[config.mk]
export PLATFORM = sky130hd
export DESIGN_NAME = load_store_unit_flat
export DESIGN_NICKNAME = d
export VERILOG_FILES = /design/src/rtl/load_store_unit_pkg.sv /design/src/rtl/load_store_unit_if.sv /design/src/rtl/load_store_unit_load_extend.sv /design/src/rtl/load_store_unit.sv /design/src/flat_wrapper.sv
export SDC_FILE = /design/constraint.sdc
export NUM_CORES = 1
export LEC_CHECK = 0
export CAP_MARGIN = 20
export CORE_MARGIN = 2
export CORE_UTILIZATION = 44
export DETAILED_ROUTE_END_ITERATION = 12
export PLACE_DENSITY_LB_ADDON = 0.12
export SETUP_SLACK_MARGIN = 0.02
export SLEW_MARGIN = 10
export SYNTH_ARGS = -nofsm -noshare
export SYNTH_HDL_FRONTEND = slang
export SYNTH_SLANG_ARGS = --single-unit
[constraint.sdc]
create_clock -name clk -period 2.9 [get_ports clk]
set_input_delay 0.58 -clock clk [delete_from_list [all_inputs] [get_ports clk]]
set_output_delay 0.58 -clock clk [all_outputs]
set_load 0.02 [all_outputs]
[src/rtl/load_store_unit_pkg.sv]
// Shared definitions for the load/store unit: funct3 width codes, memory
// ctrl encodings, FSM state type and the access legality rule.
package lsu_pkg;

    // RV32I load/store width and signedness codes
    localparam logic [2:0] FUNCT3_B  = 3'b000;
    localparam logic [2:0] FUNCT3_H  = 3'b001;
    localparam logic [2:0] FUNCT3_W  = 3'b010;
    localparam logic [2:0] FUNCT3_BU = 3'b100;
    localparam logic [2:0] FUNCT3_HU = 3'b101;

    // combined_memory ctrl encodings
    localparam logic [2:0] MEM_CTRL_BYTE = 3'b000;
    localparam logic [2:0] MEM_CTRL_HALF = 3'b001;
    localparam logic [2:0] MEM_CTRL_WORD = 3'b010;

    typedef enum logic [1:0] {
        IDLE   = 2'd0,
        ACCESS = 2'd1,
        RESP   = 2'd2
    } lsu_state_e;

    // An access is illegal for an unknown width code, a store with an
    // unsigned-load code, or an address not aligned to the access width.
    function automatic logic access_illegal(input logic       we,
                                            input logic [2:0] funct3,
                                            input logic [1:0] addr_lo);
        logic bad;
        bad = 1'b0;
        case (funct3)
            FUNCT3_B, FUNCT3_BU: bad = 1'b0;
            FUNCT3_H, FUNCT3_HU: bad = addr_lo[0];
            FUNCT3_W:            bad = (addr_lo != 2'b00);
            default:             bad = 1'b1;
        endcase
        if (we && funct3[2]) begin
            bad = 1'b1;
        end
        return bad;
    endfunction

endpackage

[src/rtl/load_store_unit_if.sv]
// Request/response handshake and combined_memory port of the load/store unit.
interface load_store_unit_if #(
    parameter int WORD_SIZE = 32
);
    logic                 req_valid;
    logic                 req_ready;
    logic                 req_we;
    logic [2:0]           req_funct3;
    logic [WORD_SIZE-1:0] req_addr;
    logic [WORD_SIZE-1:0] req_wdata;

    logic                 resp_valid;
    logic                 resp_ready;
    logic [WORD_SIZE-1:0] resp_rdata;
    logic                 resp_err;

    logic                 mem_write_en;
    logic [WORD_SIZE-1:0] mem_addr;
    logic [WORD_SIZE-1:0] mem_write_data;
    logic [2:0]           mem_ctrl;
    logic [WORD_SIZE-1:0] mem_data;

    // Load/store unit side
    modport master (
        input  req_valid, req_we, req_funct3, req_addr, req_wdata,
        output req_ready,
        output resp_valid, resp_rdata, resp_err,
        input  resp_ready,
        output mem_write_en, mem_addr, mem_write_data, mem_ctrl,
        input  mem_data
    );

    // Pipeline stage and memory side
    modport slave (
        output req_valid, req_we, req_funct3, req_addr, req_wdata,
        input  req_ready,
        input  resp_valid, resp_rdata, resp_err,
        output resp_ready,
        input  mem_write_en, mem_addr, mem_write_data, mem_ctrl,
        output mem_data
    );

endinterface

[src/rtl/load_store_unit_load_extend.sv]
// Combinational load-data extension: selects the low byte/halfword of a
// little-endian word and sign- or zero-extends it according to funct3.
module load_extend
    import lsu_pkg::*;
#(
    parameter int WORD_SIZE = 32
) (
    input  logic [WORD_SIZE-1:0] word,
    input  logic [2:0]           funct3,
    output logic [WORD_SIZE-1:0] result
);

    // Width/sign selection; word accesses and unknown codes pass through
    always_comb begin
        result = word;
        case (funct3)
            FUNCT3_B:  result = {{(WORD_SIZE-8){word[7]}}, word[7:0]};
            FUNCT3_BU: result = {{(WORD_SIZE-8){1'b0}}, word[7:0]};
            FUNCT3_H:  result = {{(WORD_SIZE-16){word[15]}}, word[15:0]};
            FUNCT3_HU: result = {{(WORD_SIZE-16){1'b0}}, word[15:0]};
            default:   result = word;
        endcase
    end

endmodule

[src/rtl/load_store_unit.sv]
// Data-memory initiator: accepts one load/store at a time, validates it,
// performs a single-cycle access on combined_memory and holds the response
// until the consumer takes it.
module load_store_unit
    import lsu_pkg::*;
#(
    parameter int WORD_SIZE = 32
) (
    input  logic              clk,
    input  logic              rst_n,
    load_store_unit_if.master bus
);

    lsu_state_e           state_q, state_d;
    logic                 we_q, we_d;
    logic [2:0]           funct3_q, funct3_d;
    logic [WORD_SIZE-1:0] addr_q, addr_d;
    logic [WORD_SIZE-1:0] wdata_q, wdata_d;
    logic                 err_q, err_d;
    logic [WORD_SIZE-1:0] word_q, word_d;
    logic [WORD_SIZE-1:0] ext_data;

    load_extend #(
        .WORD_SIZE(WORD_SIZE)
    ) u_load_extend (
        .word  (word_q),
        .funct3(funct3_q),
        .result(ext_data)
    );

    // Next-state and capture logic; defaults hold every register
    always_comb begin
        state_d  = state_q;
        we_d     = we_q;
        funct3_d = funct3_q;
        addr_d   = addr_q;
        wdata_d  = wdata_q;
        err_d    = err_q;
        word_d   = word_q;
        case (state_q)
            IDLE: begin
                if (bus.req_valid) begin
                    we_d     = bus.req_we;
                    funct3_d = bus.req_funct3;
                    addr_d   = bus.req_addr;
                    wdata_d  = bus.req_wdata;
                    err_d    = access_illegal(bus.req_we, bus.req_funct3,
                                              bus.req_addr[1:0]);
                    // Cleared so stores and errors return zero data
                    word_d   = '0;
                    state_d  = err_d ? RESP : ACCESS;
                end
            end
            ACCESS: begin
                if (!we_q) begin
                    word_d = bus.mem_data;
                end
                state_d = RESP;
            end
            RESP: begin
                if (bus.resp_ready) begin
                    state_d = IDLE;
                end
            end
            default: state_d = IDLE;
        endcase
    end

    // State and captured request; reset clears everything asynchronously
    always_ff @(posedge clk or negedge rst_n) begin
        if (!rst_n) begin
            state_q  <= IDLE;
            we_q     <= 1'b0;
            funct3_q <= 3'b000;
            addr_q   <= '0;
            wdata_q  <= '0;
            err_q    <= 1'b0;
            word_q   <= '0;
        end else begin
            state_q  <= state_d;
            we_q     <= we_d;
            funct3_q <= funct3_d;
            addr_q   <= addr_d;
            wdata_q  <= wdata_d;
            err_q    <= err_d;
            word_q   <= word_d;
        end
    end

    // Outputs decoded from state so reset drops write enable immediately
    always_comb begin
        bus.req_ready      = (state_q == IDLE);
        bus.resp_valid     = (state_q == RESP);
        bus.resp_err       = (state_q == RESP) && err_q;
        bus.resp_rdata     = (state_q == RESP) ? ext_data : '0;
        bus.mem_write_en   = (state_q == ACCESS) && we_q;
        bus.mem_ctrl       = (state_q == ACCESS) ? {1'b0, funct3_q[1:0]}
                                                 : MEM_CTRL_WORD;
        bus.mem_addr       = addr_q;
        bus.mem_write_data = wdata_q;
    end

endmodule

[src/flat_wrapper.sv]
// flat-port wrapper written by rule: the top's interface ports become plain ports
module load_store_unit_flat import lsu_pkg::*;
#(
    parameter int WORD_SIZE = 32
)
  (clk, rst_n, bus_req_valid, bus_req_we, bus_req_funct3, bus_req_addr, bus_req_wdata, bus_req_ready, bus_resp_valid, bus_resp_rdata, bus_resp_err, bus_resp_ready, bus_mem_write_en, bus_mem_addr, bus_mem_write_data, bus_mem_ctrl, bus_mem_data);
  load_store_unit_if #(.WORD_SIZE(WORD_SIZE)) bus_i ();
  input  logic clk;
  input  logic rst_n;
  input wire logic [$bits(bus_i.req_valid)-1:0] bus_req_valid;
  input wire logic [$bits(bus_i.req_we)-1:0] bus_req_we;
  input wire logic [$bits(bus_i.req_funct3)-1:0] bus_req_funct3;
  input wire logic [$bits(bus_i.req_addr)-1:0] bus_req_addr;
  input wire logic [$bits(bus_i.req_wdata)-1:0] bus_req_wdata;
  output wire logic [$bits(bus_i.req_ready)-1:0] bus_req_ready;
  output wire logic [$bits(bus_i.resp_valid)-1:0] bus_resp_valid;
  output wire logic [$bits(bus_i.resp_rdata)-1:0] bus_resp_rdata;
  output wire logic [$bits(bus_i.resp_err)-1:0] bus_resp_err;
  input wire logic [$bits(bus_i.resp_ready)-1:0] bus_resp_ready;
  output wire logic [$bits(bus_i.mem_write_en)-1:0] bus_mem_write_en;
  output wire logic [$bits(bus_i.mem_addr)-1:0] bus_mem_addr;
  output wire logic [$bits(bus_i.mem_write_data)-1:0] bus_mem_write_data;
  output wire logic [$bits(bus_i.mem_ctrl)-1:0] bus_mem_ctrl;
  input wire logic [$bits(bus_i.mem_data)-1:0] bus_mem_data;
  assign bus_i.req_valid = bus_req_valid;
  assign bus_i.req_we = bus_req_we;
  assign bus_i.req_funct3 = bus_req_funct3;
  assign bus_i.req_addr = bus_req_addr;
  assign bus_i.req_wdata = bus_req_wdata;
  assign bus_req_ready = bus_i.req_ready;
  assign bus_resp_valid = bus_i.resp_valid;
  assign bus_resp_rdata = bus_i.resp_rdata;
  assign bus_resp_err = bus_i.resp_err;
  assign bus_i.resp_ready = bus_resp_ready;
  assign bus_mem_write_en = bus_i.mem_write_en;
  assign bus_mem_addr = bus_i.mem_addr;
  assign bus_mem_write_data = bus_i.mem_write_data;
  assign bus_mem_ctrl = bus_i.mem_ctrl;
  assign bus_i.mem_data = bus_mem_data;
  load_store_unit #(.WORD_SIZE(WORD_SIZE)) u_core (.clk(clk), .rst_n(rst_n), .bus(bus_i));
endmodule
# Word-level counts from Yosys, hierarchy flattened
# Cells that the tools add are included.
[word_totals]
ff_bits = 103
input_bits = 104
out_inout_bits = 103
wordCells = 46
[classes]
eq_ne = 12
muxes = 14
reduce_logical = 13
[ops]
columns = ["cell", "count"]
rows = [
  ["$pmux W32 S4", 1],
  ["$mux W32", 3],
  ["$pmux W32 S2", 1],
  ["$eq A3 B3 Y1 const B", 4],
  ["$mux W2", 4],
  ["$eq A3 B1 Y1 const B", 2],
  ["$logic_not A3 Y1", 2],
  ["$pmux W2 S3", 1],
  ["$ne A2 B2 Y1 const B", 2],
  ["$reduce_and A2 Y1", 2],
  ["$reduce_bool A2 Y1", 2],
  ["$reduce_or A2 Y1", 2],
  ["$eq A3 B2 Y1 const B", 1],
  ["$logic_and A1 B1 Y1", 3],
  ["$mux W1", 3],
  ["$pmux W1 S3", 1],
  ["$reduce_and A3 Y1", 1],
  ["$eq A2 B1 Y1 const B", 1],
  ["$eq A2 B2 Y1 const B", 1],
  ["$logic_not A2 Y1", 1],
  ["$ne A2 B1 Y1 const B", 1],
]

# Longest topological paths before layout
# Gate-level depths: netlist of the first run.
[depth]
word_depth = 9
depth_mapped = 5
ltp_nobuf = 3

# Modules after synthesis
# Synthesis of the first run repeated with hierarchy kept, for this count alone.
[unflattened]
cells_unflattened = 339
hier_area_um2 = 4743.3
[by_module_without_submodules]
columns = ["module", "n_inst", "cells_each", "area_each_um2", "seq_area_each_um2"]
rows = [
  ["load_store_unit", 1, 272, 4388.0, 2577.5],
  ["load_extend", 1, 67, 355.3, 0.0],
]

# Worst setup path after synthesis of the first run
# OpenSTA, ideal clock, no wires.
[synth_timing]
path_kind = "reg-to-output"
from = "register u_core.state_q[0]"
to = "output port bus_resp_rdata[19]"
t_arrival_ps = 1396
required_time_ps = 2320
path_slack_ps = 924
path_stages_with_launch = 5
cell_sequence = "dfrtp_1 > nand2b_1 > buf_2 > clkbuf_1 > nor3_1"
[synth_via]
elab_chain_len = 2
[synth_rtl]
columns = ["item", "line", "rtl"]
rows = [
  ["start: declaration", "load_store_unit.sv:14", "lsu_state_e state_q, state_d;"],
  ["start signal: assignment", "load_store_unit.sv:80", "state_q <= state_d;"],
  ["$eq A2 B2 Y1", "load_store_unit.sv:95", "bus.resp_rdata = (state_q == RESP) ? ext_data : '0;"],
  ["$mux W32", "load_store_unit.sv:95", ""],
  ["end: declaration", "flat_wrapper.sv:17", "output wire logic [$bits(bus_i.resp_rdata)-1:0] bus_resp_rdata;"],
]
# No other way between the ends.

# Worst setup path in the final report of the first run
[layout_timing]
from = "register u_core.funct3_q[0]"
to = "output port bus_resp_rdata[26]"
[layout_via]
elab_chain_len = 3
elab_cells_between_ends = 6
classes_between = "eq/ne: 3; mux: 2; reduce/logical: 1"
[layout_rtl]
columns = ["item", "line", "rtl"]
rows = [
  ["start: declaration", "load_store_unit.sv:16", "logic [2:0] funct3_q, funct3_d;"],
  ["start signal: assignment", "load_store_unit.sv:82", "funct3_q <= funct3_d;"],
  ["$eq A3 B3 Y1, or another cell as far along", "load_store_unit_load_extend.sv:16", "case (funct3)"],
  ["$pmux W32 S4 *", "load_store_unit_load_extend.sv:16", ""],
  ["$mux W32 *", "load_store_unit.sv:95", ""],
]
# Every way passes the cells marked *; elsewhere a longest branch is shown, timed or not.

==> metrics.md, run 1 <==
| Metric | Value |
|---|---|
| # diodes | 0 |
| Fin. Hold Viols | 0 |
| Setup Viol. Count Final | 0 |
| Final TNS setup | 0 ps |
| First-pass GRT wire length | 16800 microns |
| Fillers | 685 |
| Drt first pass iters | 4 |
| Drt drc | 0 |
| Clock-pin slew on the worst setup and hold paths | about 100 ps |
| Reg-to-reg slack, setup | 1170 ps |
| Max IR drop VDD | a little under 0.5 mV |
| Minimum hold slack | between 200 and 250 ps |
| Crit path DAT | approximately 2200 ps |
| Multi-input logic area | 1530 sq um |
| Clock buffer count from CTS | 9 |
| Leakage power | 2.73 nW |
| Most frequent cells after synthesis | 103 x dfrtp_1, 69 x mux2_2, 32 x a22o_1 |
| Mapped Cells | 308 |
| Initial Util | around 46% |
| Most common cell in the netlist | dfrtp_1 |
| Power Density | 794 nW/um^2 |
| Vias per cell | approximately 5.0 |
| Initial antenna violation count | 0 |
| Post-synth ARST share | 100% |
| Ys Warns | 0 |
| Max_cap viols | 0 |
| Aggregate global-route resource usage | a little over a fifth |
| Die ar. | between 10000 and 15000 sq um |
| Clk_skew | 13.7 ps |
| Period utilization | a little over nine tenths |
| Largest net degree at the start of global routing | 71 |
| Register-to-Register Path Depth | 3 |
| GPL Wtd Cong | between 0.8 and 0.9 |
| # H-tree levels | 3 |
| Syn_nets | ~410 |
| Total setup buffers inserted after CTS | 0 |
| CP Capture Type | output port |
| Max frequency | roughly 360 MHz |
| Crit path time final | roughly 2800 ps |
| Max-slew violations | 0 |
| Die Y | 102 microns |
| Die Wd | between 100 and 150 microns |
| CTS Buffer Depth | 2 |
| Worst Path Required | between 2000 and 2500 ps |
| Clk_lat worst skew | ~360 ps |
| WL final | 10800 microns |
| CTS root buffer | clkbuf_8 |
| RSZ-0062 raised after global routing | false |
| I/O Buffers | 205 |
| Cell variety after synth | 25 |
| Iteration-0 DRC Markers | 45 |
| DR vias | 3232 |
| Largest area contributor in the netlist | dfrtp_1 |
| Worst Tran Pin Value | approximately 590 ps |
| Ys flop type | dfrtp_1 |
| # clock sinks | roughly 100 |
| Share of the synthesized area in the top cell type | between 60% and 70% |
| Drt wl/cell | between 15 and 20 microns |
| Hpwl dp | around 8000 microns |
| Congestion Overflow GR | 0 |
| Post-synth EDFFs | 0 |
| Status | finished clean |
| Register area | around 2600 sq um |
| Synth-to-layout area growth | 54.9% |
| Top post-synthesis cells by area | dfrtp_1 60%, mux2_2 18%, a22o_1 6.6% |
| Worst Hold Class | input port to async pin |
| Syn Area/Cell | 13.8 sq um |
| CTS tree | yes |
| Slew headroom | 60.9% |
| Post-synthesis sequential area ratio | about 60% |
| Worst Setup Start Kind | register |
| # rows | 35 |
| Remaining antenna violation count | 0 |
| Share of layout cells above drive strength 1 | between 10% and 20% |
| Core area | 9330 sq um |
| Post-Syn Area | around 4300 sq um |
| CP Max Fanout | 16 |
| Crit Path Category | register to output port |
| Post-synthesis register bit count | about 100 |
| Vias in the first global route | between 3000 and 4000 |
| IO Pins | 207 |
| NumNets Final | ~610 |
-- critical path, cell delays in order (launching register included) --
cell             delay (ps)
dfrtp_2                 470
mux2_2                  250
a21oi_2                  50
buf_4                   200
nor3_1                  200
clkdlybuf4s50_1         640
-- area by class of cell --
type | instances | share of cell area, %
Clock buffer | 11 | 2.29
Clock inverter | 4 | 0.833
Inverter | 2 | 0.114
Multi-Input combinational cell | 180 | 23.1
Sequential cell | 103 | 39.0
Tap cell | 129 | 2.44
Timing Repair Buffer | 212 | 32.2
-- power breakdown --
part / leakage (nW) / switching [mW] / total, mW / internal (mW)
clock network: 0.102 / 0.468 / 0.913 / 0.445
logic: 1.35 / 1.07 / 2.27 / 1.20
registers: 1.27 / 0.240 / 2.06 / 1.82
total: 2.73 / 1.78 / 5.25 / 3.47
-- registers in the layout, summed over array words and instances (netlist names) --
name / flops
u_core.bus.mem_write_data: 32
u_core.funct3_q: 3
u_core.word_q: 32
u_core.bus.mem_addr: 32
u_core.state_q: 2
u_core.we_q: 1
u_core.err_q: 1
-- timing repair --
item | 4_1_cts | 5_1_grt
endpoints found under the setup margin | 0 | 16
resized for setup | 0 | 1
hold buffers | 0 | 0
-- cells by family (layout without fill, tap and decap cells) --
logic type	after synthesis	count (layout)	share of synthesized area, %
buf+inv	25	229	4.08
simple gates	59	59	8.21
compound gates	51	51	8.98
flops	103	103	60.4
mux	69	69	18.2
other cells	1	1	0.0879
-- path summary, 6_finish.rpt --
kind / from / to
min in group clk: u_core.word_q[1]$_DFFE_PN0P_ / u_core.word_q[1]$_DFFE_PN0P_
hold / removal: rst_n / u_core.word_q[17]$_DFFE_PN0P_
max in group asynchronous: rst_n / u_core.funct3_q[0]$_DFFE_PN0P_
setup / recovery: u_core.funct3_q[0]$_DFFE_PN0P_ / bus_resp_rdata[26]
setup reg to reg: u_core.state_q[1]$_DFFE_PN0P_ / u_core.bus.mem_write_data[22]$_DFFE_PN0P_
hold reg to reg: u_core.word_q[1]$_DFFE_PN0P_ / u_core.word_q[1]$_DFFE_PN0P_
-- layer usage --
metal	vias up	global-route usage (%)	routed length (microns)
met5	-	0	0
met4	0	9.85	289
met1	1570	25.9	4340
met3	20	7.52	983
met2	144	32.6	5190
li1	1498	-	-
-- cells in the final DEF, fill, tap and decap left out --
master / synthesis / routed
nor3_1: 16 / 16
nor2_1: 4 / 4
buf_12: 0 / 2
a22o_1: 32 / 32
and2_1: 11 / 11
mux2_2: 69 / 69
nor3b_4: 0 / 2
clkdlybuf4s50_1: 0 / 204
bufinv_16: 0 / 1
dfrtp_2: 0 / 1
conb_1: 1 / 1
nand3_1: 1 / 1
nand2_1: 1 / 1
inv_1: 2 / 2
nor4_1: 1 / 1
a21oi_1: 8 / 8
a21oi_2: 1 / 1
or3_1: 1 / 1
buf_4: 6 / 6
nor4b_1: 1 / 1
clkbuf_8: 0 / 11
dfrtp_1: 103 / 102
clkinv_4: 0 / 2
nor2_2: 1 / 1
nor2b_1: 18 / 18
clkinvlp_4: 0 / 1
nand2b_1: 2 / 2
a221oi_1: 1 / 1
o21ai_0: 9 / 9
-- stage by stage --
step                      setup WS, ps  total power, mW  area [sq um]  utilization [%]  std cells
after CTS                         75.0             5.30          6610             70.8        641
final                              145             5.25          6610             70.8        641
after global placement             536             4.32          6400             68.6        626
after detailed placement           462             4.38          6400             68.6        626
after floorplan                    924             3.26          4270                -        308
after global routing              32.1             5.51          6610             70.8        641
No activity file was read; power rests on OpenSTA's default activity.
==> run 2, diff against run 1 <==
--- a/config.mk
+++ b/config.mk
@@ -11,7 +11,7 @@
 export DETAILED_ROUTE_END_ITERATION = 12
 export PLACE_DENSITY_LB_ADDON = 0.12
 export SETUP_SLACK_MARGIN = 0.02
-export SLEW_MARGIN = 10
+export SKIP_CTS_REPAIR_TIMING = 1
 export SYNTH_ARGS = -nofsm -noshare
 export SYNTH_HDL_FRONTEND = slang
 export SYNTH_SLANG_ARGS = --single-unit
==> results of run 2 <==
The final DEF is identical to that of run 1; final timing and power are the same.
==> run 3, diff against run 2 <==
--- a/config.mk
+++ b/config.mk
@@ -9,6 +9,7 @@
 export CORE_MARGIN = 2
 export CORE_UTILIZATION = 44
 export DETAILED_ROUTE_END_ITERATION = 12
+export GPL_ROUTABILITY_DRIVEN = 0
 export PLACE_DENSITY_LB_ADDON = 0.12
 export SETUP_SLACK_MARGIN = 0.02
 export SKIP_CTS_REPAIR_TIMING = 1
==> results of run 3 <==
The final DEF is identical to that of run 1; final timing and power are the same.
